$ cat config.mk
export PLATFORM = sky130hd
export DESIGN_NAME = vga_sync_gen
export DESIGN_NICKNAME = d
export VERILOG_FILES = /design/src/rtl/vga_sync_gen_pkg.sv /design/src/rtl/vga_sync_gen_tick.sv /design/src/rtl/vga_sync_gen.sv
export SDC_FILE = /design/constraint.sdc
export NUM_CORES = 1
export LEC_CHECK = 0
export ABC_AREA = 0
export BUFFER_PORTS_ARGS = -buffer_cell sky130_fd_sc_hd__buf_2
export CORE_MARGIN = 2
export CORE_UTILIZATION = 55
export CTS_CLUSTER_SIZE = 20
export DETAILED_ROUTE_END_ITERATION = 16
export PLACE_DENSITY_LB_ADDON = 0.1
export SLEW_MARGIN = 15
export SYNTH_ARGS = -nofsm -noshare
export SYNTH_HDL_FRONTEND = slang
export SYNTH_SLANG_ARGS = --single-unit
$ cat constraint.sdc
create_clock -name clk -period 2.1 [get_ports clk]
set_input_delay 0.315 -clock clk [delete_from_list [all_inputs] [get_ports clk]]
set_output_delay 0.315 -clock clk [all_outputs]
set_load 0.02 [all_outputs]
$ cat src/rtl/vga_sync_gen_pkg.sv
// Shared 640x480@60 raster defaults, counter type and sync-flag bundle for the
// VGA timing path; the image-memory stage imports the same package.
package vga_sync_gen_pkg;
  localparam int VGA_CNT_W     = 10;
  localparam int VGA_H_DISPLAY = 640;
  localparam int VGA_H_FRONT   = 16;
  localparam int VGA_H_SYNC    = 96;
  localparam int VGA_H_BACK    = 48;
  localparam int VGA_V_DISPLAY = 480;
  localparam int VGA_V_FRONT   = 10;
  localparam int VGA_V_SYNC    = 2;
  localparam int VGA_V_BACK    = 33;
  localparam int VGA_PIPE_MAX  = 4;

  typedef logic [VGA_CNT_W-1:0] vga_cnt_t;

  typedef struct packed {
    logic vid;
    logic hs;
    logic vs;
  } vga_flags_t;

  // True when lo <= c < hi.
  function automatic logic in_window(input vga_cnt_t c, input int lo, input int hi);
    return (int'(c) >= lo) && (int'(c) < hi);
  endfunction
endpackage

$ cat src/rtl/vga_sync_gen_tick.sv
// Pixel-rate tick divider: one registered pulse every CLK_DIV enabled clocks.
// With en low the divider holds and the tick output is masked.
module vga_tick_gen #(
  parameter int CLK_DIV = 4
) (
  input  logic clk_i,
  input  logic rst_ni,
  input  logic en_i,
  output logic tick_o
);
  localparam int DIV_W = (CLK_DIV > 1) ? $clog2(CLK_DIV) : 1;
  localparam logic [DIV_W-1:0] DIV_LAST = DIV_W'(CLK_DIV - 1);

  logic [DIV_W-1:0] div_q, div_d;
  logic             tick_q, tick_d;

  always_comb begin
    div_d  = div_q;
    tick_d = tick_q;
    if (en_i) begin
      tick_d = (div_q == DIV_LAST);
      div_d  = (div_q == DIV_LAST) ? '0 : div_q + 1'b1;
    end
  end

  always_ff @(posedge clk_i or negedge rst_ni) begin
    if (!rst_ni) begin
      div_q  <= '0;
      tick_q <= 1'b0;
    end else begin
      div_q  <= div_d;
      tick_q <= tick_d;
    end
  end

  assign tick_o = tick_q & en_i;
endmodule

$ cat src/rtl/vga_sync_gen.sv
// Raster timing generator: h/v counters on the pixel tick, registered flag
// decode, and a tick-clocked delay line aligning sync/video_on with ROM data.
module vga_sync_gen
  import vga_sync_gen_pkg::*;
#(
  parameter int CLK_DIV   = 4,
  parameter int H_DISPLAY = VGA_H_DISPLAY,
  parameter int H_FRONT   = VGA_H_FRONT,
  parameter int H_SYNC    = VGA_H_SYNC,
  parameter int H_BACK    = VGA_H_BACK,
  parameter int V_DISPLAY = VGA_V_DISPLAY,
  parameter int V_FRONT   = VGA_V_FRONT,
  parameter int V_SYNC    = VGA_V_SYNC,
  parameter int V_BACK    = VGA_V_BACK,
  parameter bit SYNC_POL  = 1'b0,
  parameter int PIPE_DLY  = 1
) (
  input  logic                 clk,
  input  logic                 rst,
  input  logic                 en,
  output logic                 pixel_tick,
  output logic [VGA_CNT_W-1:0] pixel_x,
  output logic [VGA_CNT_W-1:0] pixel_y,
  output logic                 video_on,
  output logic                 hsync,
  output logic                 vsync,
  output logic                 line_start,
  output logic                 frame_start
);
  localparam int H_TOTAL = H_DISPLAY + H_FRONT + H_SYNC + H_BACK;
  localparam int V_TOTAL = V_DISPLAY + V_FRONT + V_SYNC + V_BACK;
  localparam vga_cnt_t H_LAST = vga_cnt_t'(H_TOTAL - 1);
  localparam vga_cnt_t V_LAST = vga_cnt_t'(V_TOTAL - 1);

  if (CLK_DIV < 1) begin : gen_bad_div
    $error("vga_sync_gen: CLK_DIV must be at least 1");
  end
  if (PIPE_DLY < 0 || PIPE_DLY > VGA_PIPE_MAX) begin : gen_bad_dly
    $error("vga_sync_gen: PIPE_DLY out of range 0..4");
  end
  if (H_TOTAL > (1 << VGA_CNT_W) || V_TOTAL > (1 << VGA_CNT_W)) begin : gen_bad_total
    $error("vga_sync_gen: raster totals exceed counter width");
  end

  logic tick;

  vga_tick_gen #(.CLK_DIV(CLK_DIV)) u_tick (
    .clk_i  (clk),
    .rst_ni (rst),
    .en_i   (en),
    .tick_o (tick)
  );

  vga_cnt_t   h_q, h_d, v_q, v_d;
  vga_flags_t raw_q, raw_d;
  logic       ls_q, ls_d, fs_q, fs_d;

  // Flags are decoded from the next counts so they land with pixel_x/pixel_y.
  always_comb begin
    h_d   = h_q;
    v_d   = v_q;
    raw_d = raw_q;
    ls_d  = 1'b0;
    fs_d  = 1'b0;
    if (tick) begin
      h_d = (h_q == H_LAST) ? '0 : h_q + 1'b1;
      if (h_q == H_LAST) begin
        v_d = (v_q == V_LAST) ? '0 : v_q + 1'b1;
      end
      raw_d.vid = (int'(h_d) < H_DISPLAY) && (int'(v_d) < V_DISPLAY);
      raw_d.hs  = in_window(h_d, H_DISPLAY + H_FRONT, H_DISPLAY + H_FRONT + H_SYNC);
      raw_d.vs  = in_window(v_d, V_DISPLAY + V_FRONT, V_DISPLAY + V_FRONT + V_SYNC);
      ls_d      = (h_q == H_LAST);
      fs_d      = (h_q == H_LAST) && (v_q == V_LAST);
    end
  end

  always_ff @(posedge clk or negedge rst) begin
    if (!rst) begin
      h_q   <= '0;
      v_q   <= '0;
      raw_q <= '0;
      ls_q  <= 1'b0;
      fs_q  <= 1'b0;
    end else begin
      h_q   <= h_d;
      v_q   <= v_d;
      raw_q <= raw_d;
      ls_q  <= ls_d;
      fs_q  <= fs_d;
    end
  end

  vga_flags_t out_f;

  if (PIPE_DLY == 0) begin : gen_nodly
    assign out_f = raw_q;
  end else begin : gen_dly
    vga_flags_t [PIPE_DLY-1:0] dly_q;

    always_ff @(posedge clk or negedge rst) begin
      if (!rst) begin
        dly_q <= '0;
      end else if (tick) begin
        dly_q[0] <= raw_q;
        for (int i = 1; i < PIPE_DLY; i++) begin
          dly_q[i] <= dly_q[i-1];
        end
      end
    end

    assign out_f = dly_q[PIPE_DLY-1];
  end

  assign pixel_tick  = tick;
  assign pixel_x     = h_q;
  assign pixel_y     = v_q;
  assign video_on    = out_f.vid;
  assign hsync       = out_f.hs ? SYNC_POL : ~SYNC_POL;
  assign vsync       = out_f.vs ? SYNC_POL : ~SYNC_POL;
  assign line_start  = ls_q & en;
  assign frame_start = fs_q & en;
endmodule

==> results.md <==
- The worst hold-check slack is about 0.0087 ns.
- The final clock period utilization by the worst path is 92.0%.
- Measured against its own limit, the worst slew margin works out to 53.7%.
- The transition time at the pin with the least slew margin is 0.694 ns.
- By count the netlist is led by sky130_fd_sc_hd__dfrtp_1, sky130_fd_sc_hd__nand2_1, sky130_fd_sc_hd__o21ai_0.
- The most frequently used cell type in the post-synthesis netlist is sky130_fd_sc_hd__dfrtp_1.
- The die boundary width is a little over 60 um.
- The TritonCTS clock tree is yes.
- 29 I/O pins were placed.
- The via count of the first global-routing pass came to 1520.
- The share of the core filled with cells in the final layout is 68.6%.
- Summing the areas of all compound-gate instances in the mapped netlist gives 16.1% of the synthesized area.
- The power density over the cells is 754 mW/mm^2.
- Setup violations remaining at the end of the flow were counted as 0.
- Yosys mapped the design onto 46 distinct sky130hd cell types.
- The clock insertion delay at the later pin of the skew report is 0.34 ns.
- The critical path is of the reg -> reg type.
- The hold violation count in the final report is 0.
- In this run the static leakage power is 1.06 nW.
- The number of nets at the end of the flow is 241.
- The average cell area after synthesis is about 9.2 um^2.
- The worst setup path is captured at a flip-flop.
- The internal power is 1.09 mW.
- The starting density of the core is about three fifths.
- The standard-cell row count is 20.
- The worst IR drop on VDD is 429 uV.
- Of all cell types, the one taking the most synthesized area is sky130_fd_sc_hd__dfrtp_1.
- Routability-driven placement finished with a final weighted congestion of 0.937.
- Of the total synthesized cell area, the portion taken by full adders, half adders and majority gates is 3.45%.
- The max-slew violation count came to 0.
- The sequential cell fraction of total power is 47.9%.
- Dividing the detail-routed wire length by the instance count gives 14.9 um.
- The die area is 0.00377 mm^2.
- In this run the tool buffered the top-level ports with 28 buffer cells.
- The number of antenna cells inserted is 0.
- The number of warnings printed during yosys synthesis is 0.
- The number of vias per cell is 5.82.
- For this run the aggregate overflow at the end of global routing stands at 0.
- Setup repair after global routing left no endpoint under its margin.
- For the final database, setup skew stands at 0.0146 ns.
- The most common flop cell mapped by yosys is sky130_fd_sc_hd__dfrtp_1.
- The netlist area before placement is 0.00181 mm^2.
- The wire length of the first global-routing pass is 6840 um.
- The H-tree was split into 2 levels.
- The class of the most critical hold timing path is in -> async.
- The tree is rooted in a sky130_fd_sc_hd__clkbuf_4.
- The TritonCTS buffer count is 5.
- The fraction of final layout cells with drive strength greater than 1 is 27.4%.
- The tool flagged a number of max-cap violations equal to 0.
- Clock-pin slew was measured on the worst setup and hold paths at 0.11 ns.
- Summed over all nets, the switching power comes to 0.517 mW.
- Yosys mapped a number of flops with a built-in enable equal to 0.
- Measured along the y axis, the die boundary spans 61.4 um.
- The final route contains around 1600 vias.
- For the worst setup path, the data required time is 2.34 ns.
- The first TritonRoute pass finished after 4 iterations.
- In this run, post-CTS hold repair placed 0 buffers.
- The sequential-to-total area share from yosys stat is 42.8%.
- The combinational share of power is 21.2%.
- The fraction of registers with async set or reset after synthesis is 100%.
- From synthesis to final layout, the design area changed by 17.5%.
- In the global route stage, overall resource usage came out at 25.0%.
- Entering global routing, the biggest net connects 32 pins.
- The core region area is between 0.003 and 0.004 mm^2.
- The synthesized netlist devotes 3.38% of its cell area to XOR and XNOR gates.
- The wire-length estimate of the detail-placed layout is 2950 um.
- Summing the areas of all and, or, nand and nor instances in the mapped netlist gives 25.2% of the synthesized area.
- The net count after synthesis is 204.
- The number of fill cells in the layout is 284.
- The type of element launching the critical path is a flip-flop.
- The number of antenna violations at the first check in global routing is 0.
- The run finished with clean final reports.
- After layout, the design draws a total of about 1.6 mW.
- The count of nets left with antenna violations once routing finished came out at 0.
- After synthesis, the largest family of logic cells by area is simple AND/OR/NAND/NOR gates.
- Yosys attributes the largest share of cell area to sky130_fd_sc_hd__dfrtp_1, sky130_fd_sc_hd__nand2_1, sky130_fd_sc_hd__o21ai_0.
- Synthesis produced a netlist whose cell count is 196.
- The overall routed net length is around 4100 um.
- The first routing iteration left roughly 130 violations.
- The post-route setup TNS is 0 ns.
- After detailed routing, the number of remaining DRC violations is 0.
- The maximum clock rate is 517 MHz.
- Net switching is ~32% of the power.
- The data arrival time of the critical path is roughly 2.2 ns.
- The share of cell area taken by muxes after synthesis is 3.52%.
- The time the final worst path needs with I/O delays and setup is between 1.5 and 2 ns.
- The clock share of power is just over 30%.
- The maximum fanout along the worst path is 10.
- The synthesized flop and latch total is 31.
- The CTS sink count is 31.
- The synthesized design devotes to its leading area cell type 42.8% of total area.
- No sink is reached through more buffers than the 2 on the longest clock path.
[timing repair]
item | 4_1_cts | 5_1_grt
endpoints found under the setup margin | 0 | 9
resized for setup | 0 | 5
setup buffers | 0 | 1
[path summary, 6_finish.rpt]
path                                   endpoint  slack (ns)  cells after the start        from
worst max-delay path                 pixel_y[4]        0.17                      7  pixel_x[0]
worst min-delay path                 pixel_x[4]       0.009                      1         rst
max in group asynchronous            pixel_x[0]        1.60                      1         rst
worst max register to register       pixel_y[4]        0.17                      7  pixel_x[0]
worst min register to register         raw_q[2]        0.50                      2    raw_q[2]
min in group clk                u_tick.div_q[0]        0.32                      2          en
[metal layers]
metal,share of wire [%],vias up,global-route usage (%)
met1,44,752,31.2
met2,47,75,41.3
met5,0,-,0
li1,-,781,-
met3,7.0,9,7.77
met4,1.7,0,8.51
[cell usage in the layout, fill, tap and decap left out, drive strengths merged, types with 4 or more instances in the layout]
| cell | instances |
|---|---|
| dfrtp | 31 |
| nand3 | 10 |
| clkbuf | 6 |
| xor2 | 5 |
| nor3 | 4 |
| a21oi | 7 |
| nand4 | 8 |
| inv | 9 |
| o21ai | 18 |
| ha | 5 |
| and3 | 4 |
| and4 | 4 |
| o31ai | 6 |
| nand2 | 30 |
| buf | 40 |
| nor2 | 11 |
[metrics by stage]
stage | instance area (um^2) | setup slack, ns | cells
floorplan | 1810 | 0.157 | 196
global route | 2130 | 0.00700 | 278
detailed placement | 2020 | 0.131 | 269
CTS | 2110 | 0.0568 | 277
global placement | 2020 | 0.187 | 269
finish | 2130 | 0.167 | 278
[layout make-up]
class,count,area [um^2],share of cell area (%)
sequential,31,778,36.5
multi-input combinational,146,946,44.4
clock inverter,2,35.0,1.65
clock buffer,6,51.3,2.41
timing repair buffer,40,230,10.8
tap,44,55.1,2.59
inverter,9,33.8,1.59
[cells by family after synthesis]
| group | count (synthesis) |
|---|---|
| adders and majority gates | 5 |
| and+or+nand+nor | 83 |
| muxes | 6 |
| buffers and inverters | 19 |
| DFF | 31 |
| AOI/OAI and AO/OA | 45 |
| xor gates and xnor gates | 7 |
[worst max-delay path: stages, from the launching register on]
cell                      delay (ns)
sky130_fd_sc_hd__dfrtp_2        0.42
sky130_fd_sc_hd__ha_1           0.22
sky130_fd_sc_hd__and4_2         0.31
sky130_fd_sc_hd__and3_2         0.26
sky130_fd_sc_hd__nand2_2        0.15
sky130_fd_sc_hd__inv_2          0.14
sky130_fd_sc_hd__nand2_1        0.10
sky130_fd_sc_hd__o31ai_1        0.23
[state kept, by name, summed over array words and instances (netlist names)]
name,count
pixel_y,10
u_tick.div_q,2
gen_dly.dly_q,2
raw_q,3
video_on,1
u_tick.tick_q,1
pixel_x,10
ls_q,1
fs_q,1
[power groups by stage]
stage                     Clock (mW)  Combinational, mW  Sequential (mW)
final                          0.496              0.341            0.769
after CTS                      0.503              0.345            0.765
after global placement             0              0.329            0.768
after floorplan                    0              0.190            0.802
after detailed placement           0              0.343            0.777
after global routing           0.527              0.386            0.784
Power figures use the tool's default switching activity.
